## config.mk

```make
export PLATFORM = sky130hd
export DESIGN_NAME = lsu_bus_bridge
export DESIGN_NICKNAME = d
export VERILOG_FILES = /design/src/rtl/lsu_bus_bridge.sv
export SDC_FILE = /design/constraint.sdc
export NUM_CORES = 1
export LEC_CHECK = 0
export ABC_CLOCK_PERIOD_IN_PS = 2200
export CAP_MARGIN = 20
export CORE_UTILIZATION = 30
export CTS_CLUSTER_DIAMETER = 120
export CTS_CLUSTER_SIZE = 10
export DETAILED_ROUTE_END_ITERATION = 10
export PLACE_DENSITY_LB_ADDON = 0.2
export REMOVE_ABC_BUFFERS = 1
export SLEW_MARGIN = 20
export SYNTH_ARGS = -nofsm -noshare
export SYNTH_HDL_FRONTEND = slang
export SYNTH_SLANG_ARGS = --single-unit
```

## constraint.sdc

```tcl
create_clock -name clk -period 2.2 [get_ports clk]
set_input_delay 0.44 -clock clk [delete_from_list [all_inputs] [get_ports clk]]
set_output_delay 0.44 -clock clk [all_outputs]
set_load 0.02 [all_outputs]
```

## src/rtl/lsu_bus_bridge.sv

```systemverilog
// -----------------------------------------------------------------------------
// lsu_bus_bridge
//
// Load/store bridge between the core's data-memory port and a split
// read/write handshaked data bus. It takes one request at a time, checks
// alignment and opcode legality, and runs the transfer on the bus. Load data
// comes back to the core already byte-extracted and sign/zero-extended.
// The core is stalled through req_ready (high only when idle) until the
// one-cycle resp_valid pulse.
//
// Ports
//   clk, rst            clock, synchronous active-low reset
//   req_*               core request (valid/ready, wen, funct3 op, addr, wdata)
//   resp_*              completion pulse, extended load data, error flag
//   rd_addr_*           read address channel (word aligned)
//   rd_data_*, rd_resp_err
//                       read data channel with bus error
//   wr_*                write channel (address, lane-positioned data, strobes)
//   wr_resp_*           write response channel with bus error
//
// Parameters
//   TIMEOUT_CYCLES      cycles allowed in any one bus-wait state before the
//                       transfer is aborted with an error; 0 disables it
//   ADDR_W              address width
// -----------------------------------------------------------------------------
module lsu_bus_bridge #(
   parameter int TIMEOUT_CYCLES = 256,
   parameter int ADDR_W         = 32
) (
   input  logic              clk,
   input  logic              rst,

   input  logic              req_valid,
   output logic              req_ready,
   input  logic              req_wen,
   input  logic [2:0]        req_op,
   input  logic [ADDR_W-1:0] req_addr,
   input  logic [31:0]       req_wdata,

   output logic              resp_valid,
   output logic [31:0]       resp_rdata,
   output logic              resp_err,

   output logic              rd_addr_valid,
   input  logic              rd_addr_ready,
   output logic [ADDR_W-1:0] rd_addr,
   input  logic              rd_data_valid,
   output logic              rd_data_ready,
   input  logic [31:0]       rd_data,
   input  logic              rd_resp_err,

   output logic              wr_valid,
   input  logic              wr_ready,
   output logic [ADDR_W-1:0] wr_addr,
   output logic [31:0]       wr_data,
   output logic [3:0]        wr_strb,
   input  logic              wr_resp_valid,
   output logic              wr_resp_ready,
   input  logic              wr_resp_err
);

   localparam logic [2:0] S_IDLE    = 3'd0;
   localparam logic [2:0] S_RD_ADDR = 3'd1;
   localparam logic [2:0] S_RD_DATA = 3'd2;
   localparam logic [2:0] S_WR_REQ  = 3'd3;
   localparam logic [2:0] S_WR_RESP = 3'd4;
   localparam logic [2:0] S_RESP    = 3'd5;

   localparam int              CNT_W    = (TIMEOUT_CYCLES > 1) ? $clog2(TIMEOUT_CYCLES + 1) : 1;
   localparam bit              TMO_EN   = (TIMEOUT_CYCLES > 0);
   // The abort fires on the last allowed cycle, so a state is occupied for
   // exactly TIMEOUT_CYCLES cycles before the move to RESP.
   localparam logic [CNT_W-1:0] TMO_LAST = CNT_W'((TIMEOUT_CYCLES > 0) ? TIMEOUT_CYCLES - 1 : 0);

   logic [2:0]        state, state_nxt;
   logic [CNT_W-1:0]  tcount;
   logic [2:0]        op_q;
   logic [ADDR_W-1:0] addr_q;
   logic [31:0]       wdata_q;
   logic [31:0]       rdata_q;
   logic              err_q;

   logic              req_bad;
   logic              bus_wait;
   logic              tmo_hit;
   logic              tmo_take;
   logic [31:0]       rd_shift;
   logic [31:0]       load_ext;

   // Misaligned halfword/word accesses and opcodes that do not exist for the
   // request direction are rejected without touching the bus.
   always_comb begin
      // NOTE: every signal assigned in a combinational block gets a default
      // first so no path leaves it unassigned and no latch is inferred.
      req_bad = 1'b1;
      case (req_op)
         3'b000:  req_bad = 1'b0;
         3'b001:  req_bad = req_addr[0];
         3'b010:  req_bad = |req_addr[1:0];
         3'b100:  req_bad = req_wen;
         3'b101:  req_bad = req_wen | req_addr[0];
         default: req_bad = 1'b1;
      endcase
   end

   assign bus_wait = (state == S_RD_ADDR) || (state == S_RD_DATA) ||
                     (state == S_WR_REQ)  || (state == S_WR_RESP);
   assign tmo_hit  = TMO_EN && bus_wait && (tcount == TMO_LAST);

   // Next state. A handshake completing in the same cycle as the timeout wins.
   always_comb begin
      state_nxt = state;
      tmo_take  = 1'b0;
      case (state)
         S_IDLE: begin
            if (req_valid) begin
               if (req_bad)      state_nxt = S_RESP;
               else if (req_wen) state_nxt = S_WR_REQ;
               else              state_nxt = S_RD_ADDR;
            end
         end
         S_RD_ADDR: begin
            if (rd_addr_ready)  state_nxt = S_RD_DATA;
            else if (tmo_hit) begin state_nxt = S_RESP; tmo_take = 1'b1; end
         end
         S_RD_DATA: begin
            if (rd_data_valid)  state_nxt = S_RESP;
            else if (tmo_hit) begin state_nxt = S_RESP; tmo_take = 1'b1; end
         end
         S_WR_REQ: begin
            if (wr_ready)       state_nxt = S_WR_RESP;
            else if (tmo_hit) begin state_nxt = S_RESP; tmo_take = 1'b1; end
         end
         S_WR_RESP: begin
            if (wr_resp_valid)  state_nxt = S_RESP;
            else if (tmo_hit) begin state_nxt = S_RESP; tmo_take = 1'b1; end
         end
         S_RESP:  state_nxt = S_IDLE;
         default: state_nxt = S_IDLE;
      endcase
   end

   // Load extraction: bring the addressed byte/halfword down to bit 0, then
   // sign- or zero-extend according to funct3.
   assign rd_shift = rd_data >> {addr_q[1:0], 3'b000};

   always_comb begin
      load_ext = rd_data;
      case (op_q)
         3'b000:  load_ext = {{24{rd_shift[7]}},  rd_shift[7:0]};
         3'b100:  load_ext = {24'd0,              rd_shift[7:0]};
         3'b001:  load_ext = {{16{rd_shift[15]}}, rd_shift[15:0]};
         3'b101:  load_ext = {16'd0,              rd_shift[15:0]};
         default: load_ext = rd_data;
      endcase
   end

   always_ff @(posedge clk) begin
      // NOTE: sequential state uses non-blocking assignments so every register
      // samples the pre-edge values regardless of statement order.
      if (!rst) begin
         // NOTE: the captured request fields are reset as well, so the bus
         // outputs derived from them are deterministic straight out of reset.
         state   <= S_IDLE;
         tcount  <= '0;
         op_q    <= '0;
         addr_q  <= '0;
         wdata_q <= '0;
         rdata_q <= '0;
         err_q   <= 1'b0;
      end else begin
         state <= state_nxt;

         if (state_nxt != state) tcount <= '0;
         else if (bus_wait)      tcount <= tcount + CNT_W'(1);

         case (state)
            S_IDLE: begin
               if (req_valid) begin
                  op_q    <= req_op;
                  addr_q  <= req_addr;
                  wdata_q <= req_wdata;
                  rdata_q <= '0;
                  err_q   <= req_bad;
               end
            end
            S_RD_DATA: begin
               if (rd_data_valid) begin
                  err_q   <= rd_resp_err;
                  rdata_q <= rd_resp_err ? 32'd0 : load_ext;
               end
            end
            S_WR_RESP: begin
               if (wr_resp_valid) err_q <= wr_resp_err;
            end
            default: ;
         endcase

         // Timeout leaves rdata_q at the zero loaded on acceptance.
         if (tmo_take) err_q <= 1'b1;
      end
   end

   // Outputs are decoded from the state; address/data buses are forced to
   // zero outside their valid window.
   assign req_ready     = (state == S_IDLE);
   assign resp_valid    = (state == S_RESP);
   assign resp_rdata    = resp_valid ? rdata_q : 32'd0;
   assign resp_err      = resp_valid & err_q;

   assign rd_addr_valid = (state == S_RD_ADDR);
   assign rd_addr       = rd_addr_valid ? {addr_q[ADDR_W-1:2], 2'b00} : '0;
   assign rd_data_ready = (state == S_RD_DATA);

   assign wr_valid      = (state == S_WR_REQ);
   assign wr_addr       = wr_valid ? {addr_q[ADDR_W-1:2], 2'b00} : '0;
   assign wr_data       = wr_valid ? (wdata_q << {addr_q[1:0], 3'b000}) : 32'd0;
   assign wr_resp_ready = (state == S_WR_RESP);

   always_comb begin
      wr_strb = 4'b0000;
      if (wr_valid) begin
         case (op_q[1:0])
            2'b00:   wr_strb = 4'b0001 << addr_q[1:0];
            2'b01:   wr_strb = 4'b0011 << addr_q[1:0];
            default: wr_strb = 4'b1111;
         endcase
      end
   end

endmodule

```

==> results.json <==
{
  "outcome": "finished, final reports clean",
  "finalCriticalPeriod_ns": 2.14,
  "first_pass_iters": 4,
  "antenna_cells_inserted": 0,
  "post_drt_wl_per_cell_um": 15.8,
  "placement_rows": 51,
  "cp_max_fo": 12,
  "synthesis.area_per_instance_um2": 7.76,
  "cts-root-to-sink-buffers": 2,
  "die-height_um": 143,
  "synthAdderAreaFrac": 0.00419,
  "num_vias": 6196,
  "final_hold_violations": 0,
  "die_width_um": 143,
  "cts_tree": "done",
  "maxCapViolations": 0,
  "critical_path_type": "reg2out",
  "setup_viol": 0,
  "cp_data_required_time_ns": 1.76,
  "timing.max_slew.rel_slack": 0.568,
  "grt_pass1_vias": 5851,
  "synthSimpleGateAreaFrac": 0.293,
  "netlist_area_um2": 5970,
  "syn_inst": 769,
  "yosys.area_share.xor_xnor": 0.0103,
  "total_power_mw": 5.49,
  "cts_inserted_buffers": 9,
  "initial_utilization": 0.307,
  "internal_power_mw": 3.77,
  "sw_frac_of_total": 0.313,
  "power.share.sequential": 0.418,
  "post_synth_edffs": 0,
  "yosysSeqAreaShare": 0.376,
  "grt_antenna_before_repair": 0,
  "synthDistinctLibCells": 56,
  "synth_mux_area_frac": 0.0507,
  "route.detailed.vias_per_inst": 4.81,
  "worst_clock_skew_ns": 0.00650,
  "dominantRegCellSynth": "dfxtp_1",
  "rrSetupSlack_ns": 0.11,
  "synth_warnings": 0,
  "floorplan.io_pins": 248,
  "dominant_combinational_cell_family_by_area_after_synthesis": "simple AND/OR/NAND/NOR gates",
  "drt-total-wl_um": 20300,
  "dpl.hpwl_um": 14600,
  "syn2layout_area_growth_pct": 52.2,
  "clockRootBuffer": "clkbuf_16",
  "grt_pass1_wl_um": 31100,
  "cts.sink_count": 112,
  "dieArea_um2": 20500,
  "synthArstFlopShare": 0,
  "timing_max_transition_violations_final": 0,
  "n_fill_cell": 1992,
  "postSynthRegisterBits": 112,
  "fin_crit_sh": 0.975,
  "synth_compound_gate_area_share": 0.207,
  "nets": 1131,
  "place_congestion": 0.855,
  "clock_insertion_delay_worst_skew_ns": 0.36,
  "grt_max_degree": 68,
  "unrepaired_setup_endpoints_after_global_routing": "true",
  "clkTransAtPathRegs_ns": 0.07,
  "grt_usage": 0.195,
  "relative_contribution_of_combinational_cells_to_total_power": 0.277,
  "p_per_area_nw_per_um2": 604,
  "globalRoute.totalOverflow": 0,
  "data_arrival_time_at_the_worst_slack_endpoint_ns": 1.70,
  "ir_drop_mv": 0.385,
  "finished_core_util": 0.467,
  "worst-slew-pin-transition_ns": 0.647,
  "mostFrequentLayoutCells": "147 x nand2_1, 109 x dfxtp_1, 108 x clkdlybuf4s50_1",
  "htree_num_levels": 3,
  "route.detailed.drc": 0,
  "critical_path.endpoint_type": "output port",
  "worst_hold_path_type": "reg2reg",
  "core-area_um2": 19500,
  "antenna_viol_nets_final": 0,
  "mostFrequentLayoutCell": "nand2_1",
  "clockPowerShare": 0.305,
  "net_sw_power_mw": 1.72,
  "first_iter_violations": 264,
  "max_clock_freq_mhz": 466,
  "buffer_ports.inserted": 243,
  "startpoint_type": "flip-flop",
  "drive_above_1_share": 0.194,
  "post_cts_hold_buffer_count": 0,
  "power.leakage_nw": 3.72
}
-- area by class of cell --
type	count	area, um2	share of cell area
multi-input combinational	582	3460	0.381
timing repair buffer	306	2720	0.299
sequential	112	2250	0.247
tap	265	332	0.0365
clock buffer	9	225	0.0248
clock inverter	6	71.3	0.00785
inverter	9	33.8	0.00372
-- stage by stage --
step	instances	hold slack, ns	worst slack, ns	area (um2)	TNS, ns
floorplan	703	0.424	-0.809	5660	-66.48
global placement	1269	0.436	-0.305	9030	-4.84
detailed placement	1269	0.438	-0.325	9030	-5.21
CTS	1287	0.451	-0.0184	9360	-0.0773
global route	1289	0.457	-0.0212	9090	-0.0212
finish	1289	0.451	0.0555	9090	0
-- layer usage --
metal / vias up / routed length, um / global-route usage
met5: - / 0 / 0
li1: 3130 / - / -
met2: 203 / 9490 / 0.335
met4: 0 / 182 / 0.0543
met3: 12 / 1690 / 0.0563
met1: 2851 / 8960 / 0.236
-- cell usage after synthesis, types with 4 or more instances --
master | count | area [um2]
o21ai_0 | 5 | 25.0
nand3_1 | 6 | 30.0
nor3_1 | 13 | 65.1
dfxtp_1 | 112 | 2240
buf_4 | 4 | 30.0
a21o_1 | 10 | 75.1
nand2_1 | 148 | 556
nor4_1 | 5 | 31.3
nand3b_1 | 5 | 37.5
and2_1 | 103 | 644
a221o_1 | 16 | 160
nand2b_1 | 4 | 25.0
a21oi_1 | 90 | 450
buf_2 | 17 | 85.1
clkbuf_1 | 41 | 154
inv_1 | 8 | 30.0
nor2_1 | 44 | 165
o2bb2ai_1 | 8 | 70.1
xnor2_1 | 5 | 43.8
o221ai_1 | 8 | 70.1
buf_1 | 4 | 15.0
mux2i_1 | 28 | 280
a2bb2oi_1 | 7 | 61.3
a211oi_1 | 18 | 135
o22ai_1 | 7 | 43.8
nor2b_1 | 12 | 75.1
-- repair_timing --
action,in CTS,in global routing
cloned,1,1
pin swaps,1,0
buffers inserted,2,1
resized for setup,252,120
endpoints found under the setup margin,144,80
-- critical path, stage by stage (launching register included) --
cell and delay, ns:
dfxtp_4 0.43, buf_12 0.16, mux2i_1 0.23, nor2_1 0.06
a21oi_1 0.11, nor2_1 0.05, dlygate4sd2_1 0.32
-- flip-flops by register name, indices dropped and copies added (netlist names) --
register and count:
wdata_q 32, op_q 3, state 3, err_q 1, tcount 9, addr_q 32, rdata_q 32
-- path summary, 6_finish.rpt --
| path | cells after the start | from | end |
|---|---|---|---|
| worst min register to register | 2 | rdata_q[1]$_SDFFE_PN0P_ | rdata_q[1]$_SDFFE_PN0P_ |
| worst max-delay path | 6 | addr_q[1]$_SDFFE_PN0P_ | wr_data[17] |
| worst min-delay path | 2 | rdata_q[1]$_SDFFE_PN0P_ | rdata_q[1]$_SDFFE_PN0P_ |
| worst max register to register | 6 | addr_q[1]$_SDFFE_PN0P_ | rdata_q[31]$_SDFFE_PN0P_ |
-- logic make-up after synthesis --
group	count (synthesis)
AND/OR/NAND/NOR	353
buffers and inverters	78
AO/OA/AOI/OAI	187
other	1
XOR/XNOR	7
flip-flops	112
multiplexers	29
adder cells (fa/ha/maj)	2
-- power by group through the flow --
stage          logic, mW  clock network (mW)  registers, mW
6_report            1.52                1.67           2.30
5_1_grt             1.67                1.80           2.32
4_1_cts             1.52                1.74           2.29
3_5_place_dp        1.52                   0           2.33
3_3_place_gp        1.51                   0           2.33
2_1_floorplan      0.697                   0           2.36
No activity file was read; power rests on OpenSTA's default activity.
